--- config.mk ---
export PLATFORM = sky130hd
export DESIGN_NAME = program_loader
export DESIGN_NICKNAME = d
export VERILOG_FILES = /design/src/rtl/program_loader.sv
export SDC_FILE = /design/constraint.sdc
export NUM_CORES = 1
export LEC_CHECK = 0
export ABC_CLOCK_PERIOD_IN_PS = 2100
export BUFFER_PORTS_ARGS = -buffer_cell sky130_fd_sc_hd__buf_2
export CORE_MARGIN = 3
export CORE_UTILIZATION = 56
export DETAILED_ROUTE_END_ITERATION = 16
export GPL_ROUTABILITY_DRIVEN = 1
export PLACE_DENSITY = 0.81
export SLEW_MARGIN = 10
export SYNTH_ARGS = -nofsm -noshare
export SYNTH_HDL_FRONTEND = slang
export SYNTH_SLANG_ARGS = --single-unit
--- constraint.sdc ---
create_clock -name clk -period 2.1 [get_ports clk]
set_input_delay 0.105 -clock clk [delete_from_list [all_inputs] [get_ports clk]]
set_output_delay 0.105 -clock clk [all_outputs]
set_load 0.02 [all_outputs]
--- src/rtl/program_loader.sv ---
// program_loader: loads a framed host byte stream (length, payload, checksum)
// into the processor's program RAM starting at address 0, optionally zero-fills
// the remaining words, and keeps the processor in reset until a good frame lands.
module program_loader #(
  parameter int ADDR_W    = 5,
  parameter int DATA_W    = 8,
  parameter int DEPTH     = 32,
  parameter int FILL_ZERO = 1
) (
  input  logic              clk,
  input  logic              reset,
  input  logic              start,
  input  logic [DATA_W-1:0] byte_in,
  input  logic              byte_valid,
  output logic              byte_ready,
  output logic [ADDR_W-1:0] mem_addr,
  output logic [DATA_W-1:0] mem_data,
  output logic              mem_wr,
  output logic              cpu_hold,
  output logic              done,
  output logic              error
);

  // Counter is one bit wider than the address so it can hold a length of DEPTH.
  localparam int CNT_W = ADDR_W + 1;
  localparam logic [CNT_W-1:0]  ONE_C   = CNT_W'(1);
  localparam logic [CNT_W-1:0]  DEPTH_C = CNT_W'(DEPTH);
  localparam logic [CNT_W-1:0]  LAST_C  = CNT_W'(DEPTH - 1);
  localparam logic [DATA_W-1:0] DEPTH_B = DATA_W'(DEPTH);

  typedef enum logic [2:0] {
    S_IDLE, S_LEN, S_DATA, S_CHK, S_FILL, S_DONE, S_ERR
  } state_t;

  state_t             state, state_next;
  logic [CNT_W-1:0]   ptr, ptr_next, ptr_inc;
  logic [CNT_W-1:0]   len, len_next;
  logic [DATA_W-1:0]  sum, sum_next;
  logic               wr_next;
  logic [ADDR_W-1:0]  addr_next;
  logic [DATA_W-1:0]  data_next;
  logic               accept;

  // Running checksum wraps modulo 2^DATA_W.
  function automatic logic [DATA_W-1:0] csum_add(input logic [DATA_W-1:0] a,
                                                 input logic [DATA_W-1:0] b);
    return a + b;
  endfunction

  assign byte_ready = (state == S_LEN) || (state == S_DATA) || (state == S_CHK);
  assign accept     = byte_valid && byte_ready;
  assign done       = (state == S_DONE);
  assign error      = (state == S_ERR);
  assign cpu_hold   = (state != S_DONE);
  assign ptr_inc    = ptr + ONE_C;

  // Next-state, write-port and frame bookkeeping decode.
  always_comb begin
    state_next = state;
    ptr_next   = ptr;
    len_next   = len;
    sum_next   = sum;
    wr_next    = 1'b0;
    addr_next  = mem_addr;
    data_next  = mem_data;
    case (state)
      S_IDLE, S_DONE, S_ERR: begin
        if (start) begin
          state_next = S_LEN;
          sum_next   = '0;
          ptr_next   = '0;
        end
      end
      S_LEN: begin
        if (accept) begin
          len_next = CNT_W'(byte_in);
          if ((byte_in == '0) || (byte_in > DEPTH_B)) state_next = S_ERR;
          else                                        state_next = S_DATA;
        end
      end
      S_DATA: begin
        if (accept) begin
          wr_next   = 1'b1;
          addr_next = ptr[ADDR_W-1:0];
          data_next = byte_in;
          sum_next  = csum_add(sum, byte_in);
          ptr_next  = ptr_inc;
          if (ptr_inc == len) state_next = S_CHK;
        end
      end
      S_CHK: begin
        if (accept) begin
          if (byte_in != sum)                          state_next = S_ERR;
          else if ((FILL_ZERO != 0) && (len < DEPTH_C)) state_next = S_FILL;
          else                                         state_next = S_DONE;
        end
      end
      S_FILL: begin
        wr_next   = 1'b1;
        addr_next = ptr[ADDR_W-1:0];
        data_next = '0;
        ptr_next  = ptr_inc;
        if (ptr == LAST_C) state_next = S_DONE;
      end
      default: state_next = S_IDLE;
    endcase
  end

  // Control state and registered RAM write port; reset drops any pending write.
  always_ff @(posedge clk) begin
    if (reset) begin
      state    <= S_IDLE;
      mem_wr   <= 1'b0;
      mem_addr <= '0;
      mem_data <= '0;
    end else begin
      state    <= state_next;
      mem_wr   <= wr_next;
      mem_addr <= addr_next;
      mem_data <= data_next;
    end
  end

  // Frame bookkeeping; always re-initialised on start, so no reset needed.
  always_ff @(posedge clk) begin
    ptr <= ptr_next;
    len <= len_next;
    sum <= sum_next;
  end

endmodule

-- Yosys cells after proc, flatten, opt, wreduce, memory -nomap -nowiden
Cells that the tools add are included.
- bits in registers: 37
- output and inout port bits: 18
- add/subtract/negate cells: 2
- $lt $le $gt $ge: 2
- equality and inequality tests: 16
- multiplexer cells: 22
- reductions and logical operators: 15
- operators by type and width (kind ; number):
    one-hot mux 8 bit (2 select lines) ; 2
    2-to-1 mux 8 bit ; 3
    2-to-1 mux 3 bit ; 7
    one-hot mux 6 bit (3 select lines) ; 1
    one-hot mux 3 bit (5 select lines) ; 1
    2-to-1 mux 6 bit ; 2
    inequality test 2 bit, second input constant ; 5
    one-hot mux 5 bit (2 select lines) ; 1
    equality test 3 bit, second input constant ; 3
    adder 8 bit ; 1
    > comparator 8 x 6 -> 1 bit, second input constant ; 1
    logical NOT 8 bit ; 1
    inequality test 8 bit ; 1
    adder 6 x 1 -> 6 bit, second input constant ; 1
    equality test 3 x 2 -> 1 bit, second input constant ; 2
    equality test 6 x 5 -> 1 bit, second input constant ; 1
    equality test 6 bit ; 1
    < comparator 6 bit, second input constant ; 1
    AND reduction 3 bit ; 2
    AND reduction 6 bit ; 1
    2-to-1 mux 5 bit ; 1
    AND reduction 2 bit ; 2
    nonzero test 2 bit ; 2
    equality test 3 x 1 -> 1 bit, second input constant ; 1
    other kinds (10) ; 13

-- Logic depth before layout (Yosys ltp)
- word-level depth: 6
- depth in mapped cells: 9
- depth with buffers taken out: 9

-- Worst setup path after synthesis
OpenSTA, ideal clock, no wires.
- path type: flip-flop to flip-flop
- start: register ptr[0]
- end: register state[1]
- arrival: 1.771 ns
- required time: 1.984 ns
- slack: 0.212 ns
- cell stages (with the launch flop): 8
- period minus slack after synthesis: 1.888 ns
- path through: edfxtp_1 > ha_1 > xor2_1 > xor2_1 > nor4_2 > a31oi_1 > o211a_1 > a41o_1
- word-level cells in the longest chain between the ends: 4
- ends and longest elaborated chain (what ; line ; source):
    start, declared ; 36 ; logic [CNT_W-1:0] ptr, ptr_next, ptr_inc;
    start signal, assigned ; 126 ; ptr <= ptr_next;
    adder 6 x 1 -> 6 bit ; 55 ; assign ptr_inc = ptr + ONE_C;
    equality test 6 bit ; 88 ; if (ptr_inc == len) state_next = S_CHK;
    inequality test 2 x 1 -> 1 bit (no source line) ; -- ;
    AND reduction 6 bit (no source line) (*) ; -- ;
    end signal, assigned ; 117 ; state <= state_next;
    end, declared ; 35 ; state_t state, state_next;
Mark *: on every way between the ends. The rest lies on a longest branch, timed or not.
A chain may end at the register's enable or synchronous reset.

-- Final worst setup path
- start: input byte_in[2]
- end: register state[0]
- word-level cells in the longest chain between the ends: 4
- ends and longest elaborated chain (what ; line ; source):
    start, declared ; 13 ; input logic [DATA_W-1:0] byte_in,
    inequality test 8 bit ; 93 ; if (byte_in != sum) state_next = S_ERR;
    2-to-1 mux 2 bit ; 93 ;
    2-to-1 mux 3 bit ; 92 ; if (accept) begin
    one-hot mux 3 bit (5 select lines) ; 66 ; case (state)
Every way passes these cells. The select of a mux whose other input is x is not followed.

==> impl_metrics.toml <==
[status]
outcome = "finished clean"

[routing]
avgRoutedWirePerCell_um = 15.8
wirelength_um = 4320
drt.antenna.violating_nets = 0
drt_pass1_iterations = 7
drc = 0
vias_per_cell = 5.85
route.vias.total = 1604
drt_iter0_drc = 129

[critical_path]
path_cells = "dlygate4sd3_1, buf_2, ha_1, nor4_2, nand4_1, nand3b_1, a311oi_1, a32o_1"
critPathTopFamily = "simple AND/OR/NAND/NOR gates"
cp-start-kind = "input port"
cp_data_required_time_ps = 2400
r2r_slack_ps = 60
critical_path_buf_inv_count = 2
worstSetupEndpointType = "flop"
endpoint = "state[0]"
slowest_delay_ps = 520
slowest_stage = "dlygate4sd3_1"
critPathArrivalTime_ps = 2390
path_max_fanout = 4
cp-startpoint = "byte_in[2]"
cp.depth = 8
reg2reg_depth = 6
r2r-start = "sum[1]"
timing.rr.end = "state[0]"
worst-setup-path-type = "input port to flop"

[logic_synthesis]
syn-num-nets = 212
ys_types = 45
synthArstFlopShare_pct = 0
ys_seq_area_share_pct = 47.9
ys.flop_type = "edfxtp_1"
synth_seq_cells = 37
syn_area_um2 = 1970
syn_avg_cell_area_um2 = 10.3
synth_edf_count = 20
syn_inst = 191
yosysWarnings = 0

[clock_tree]
clk_pin_slew_ps = 120
cts_inserted_buffers = 5
cts.sinks = 37
cts_tree = "done"
clock_latency_ps = 360
cts.htree.levels = 2
root_buffer = "clkbuf_4"
postCtsSetupBuffers = 0
cts_buffer_depth = 2

[power_and_ir_drop]
power.leakage_uw = 0.00101
total_power_uw = 3220
p_per_area_nw_per_um2 = 1410
peakVddDrop_mv = 0.788

[placement]
port_buffers = 29
hpwl_um = 3130
dpl.cell_count = 260
gp_congestion = 0.849

[die]
die_h_um = 65.2
dieArea_um2 = 4260
start_util_pct = 61.4
coreArea_um2 = 3200
die_w_um = 65.2
row_count = 20
ioPinCount = 30

[sta]
tns_ps = 0
period_share_pct = 99.5
whs_ps = 55.0
fmax_ghz = 0.479
hold_viol = 0
skew_ps = 6.16
setup_viol = 0
max_slew_margin_pct = 43.2
rsz0062_at_grt = "true"
slew_viol_final = 0
worst_pin_slew_ps = 852
period_needed_ps = 2090

[finish]
final_cells = 274
antennaDiodeCount = 0
fillers = 241
layout.nets = 250
regArea_um2 = 941
utilization_pct = 71.4
area_growth_syn_to_layout_pct = 16.3
multi_input_area_um2 = 936
drive_above_1_share_pct = 20.9

[global_route]
grt_max_degree = 17
grt_pass1_wl_um = 7060
overflow = 0
grtUsageTotal_pct = 21.7
grt_pass1_vias = 1577
antenna_found_initial = 0

[hold_path]
hp-class = "input port to flop"
hold_path_startpoint = "byte_in[0]"

[flow_run]
maxCapViolations = 0
[what timing repair did]
| action | 4_1_cts | 5_1_grt |
|---|---|---|
| setup endpoints to repair | 0 | 3 |
| resized for setup | 0 | 6 |
| hold buffers | 6 | 0 |
| hold endpoints to repair | 6 | 0 |
[tightest hold or removal path, delay by kind of cell]
| family | cells | cell delay (ps) |
|---|---|---|
| buf+inv | 1 | 120 |
| compound gates | 1 | 70 |
| simple gates | 1 | 80 |
[worst min-delay path by stage]
| stage | slack, ps | to | depth (start not counted) |
|---|---|---|---|
| after detailed placement | 340 | len[0] | 1 |
| after floorplan | 200 | len[0] | 0 |
| final | 50 | mem_data[0] | 3 |
| after CTS | 30 | mem_data[0] | 3 |
| after global placement | 340 | len[0] | 1 |
| after global routing | 60 | mem_data[6] | 3 |
[layout by cell type (no fill, tap or decap), types with 2 or more instances in the layout]
| cell | Yosys | final |
|---|---|---|
| inv_1 | 11 | 11 |
| o21ai_0 | 5 | 4 |
| nor3b_1 | 2 | 2 |
| dlygate4sd3_1 | 0 | 6 |
| nand2_1 | 7 | 7 |
| xor2_1 | 11 | 11 |
| a21o_1 | 3 | 3 |
| a21oi_1 | 4 | 3 |
| nor3_1 | 6 | 6 |
| dfxtp_1 | 17 | 17 |
| a22oi_1 | 9 | 9 |
| buf_2 | 1 | 29 |
| nor2_1 | 30 | 30 |
| buf_4 | 0 | 4 |
| a21boi_1 | 0 | 2 |
| a31oi_1 | 2 | 2 |
| and2_1 | 2 | 2 |
| ha_1 | 8 | 8 |
| nand4_1 | 2 | 2 |
| o22ai_1 | 4 | 4 |
| nor4_2 | 1 | 2 |
| and3_1 | 4 | 4 |
| clkbuf_4 | 0 | 5 |
| nor2b_1 | 3 | 3 |
| xnor2_1 | 4 | 4 |
| mux2i_1 | 5 | 5 |
| edfxtp_1 | 20 | 20 |
| nand3_1 | 4 | 4 |
[through the flow]
stage | setup WS, ps | instance area [um^2]
CTS | 21.5 | 2270
detailed placement | 25.2 | 2130
floorplan | 212 | 1970
global placement | 145 | 2130
finish | 10.3 | 2290
global route | -48.6 | 2290
[flip-flops by register name (all words and copies together), names as in the netlist]
signal and cells:
mem_addr 5, mem_wr 1, state 3, ptr 6, sum 8, mem_data 8
len 6
[routing by layer]
layer	global-route usage, %	vias to the layer above	routed length, um
li1	-	766	-
met1	25.0	766	1700
met2	37.5	59	2280
met3	5.13	13	225
met4	10.4	0	124
met5	0	-	0
[logic make-up (layout without fill, tap and decap cells)]
group | after synthesis | count (layout) | synth area share, %
and+or+nand+nor | 68 | 68 | 17.0
adders and majority gates | 10 | 10 | 6.62
DFF | 37 | 37 | 47.9
xor gates and xnor gates | 16 | 16 | 7.83
buffers and inverters | 19 | 58 | 5.35
muxes | 5 | 5 | 2.55
AOI/OAI and AO/OA | 36 | 36 | 12.8
[cell usage after synthesis, types with 2 or more instances]
master	count	area, um^2
a31oi_1	2	12.5
nor3_1	6	30.0
xor2_1	11	96.3
a21boi_0	2	15.0
nor2b_1	3	18.8
dfxtp_1	17	340
nand3_1	4	20.0
a21oi_1	4	20.0
mux2i_1	5	50.1
a21o_1	3	22.5
nor2_1	30	113
edfxtp_1	20	601
inv_1	11	41.3
ha_1	8	100
and3_1	4	25.0
nor4_1	2	12.5
xnor2_1	4	35.0
clkbuf_1	3	11.3
nor3b_1	2	15.0
buf_6	2	22.5
nand2_1	7	26.3
and2_1	2	12.5
a22oi_1	9	67.6
nand4_1	2	12.5
o21ai_0	5	25.0
o22ai_1	4	25.0
[cell type report]
cell class | count | share of cell area, %
inverters | 11 | 1.81
flip-flops and latches | 37 | 41.2
clock inverters | 2 | 0.657
well taps | 44 | 2.41
repair buffers | 39 | 10.3
multi-input cells | 135 | 40.9
clock buffers | 6 | 2.74
[where the power goes]
| group | internal [uW] | switching, uW |
|---|---|---|
| combinational | 614 | 877 |
| clock | 205 | 256 |
| sequential | 1060 | 205 |
| total | 1880 | 1340 |
(Power assumes the default switching activity.)
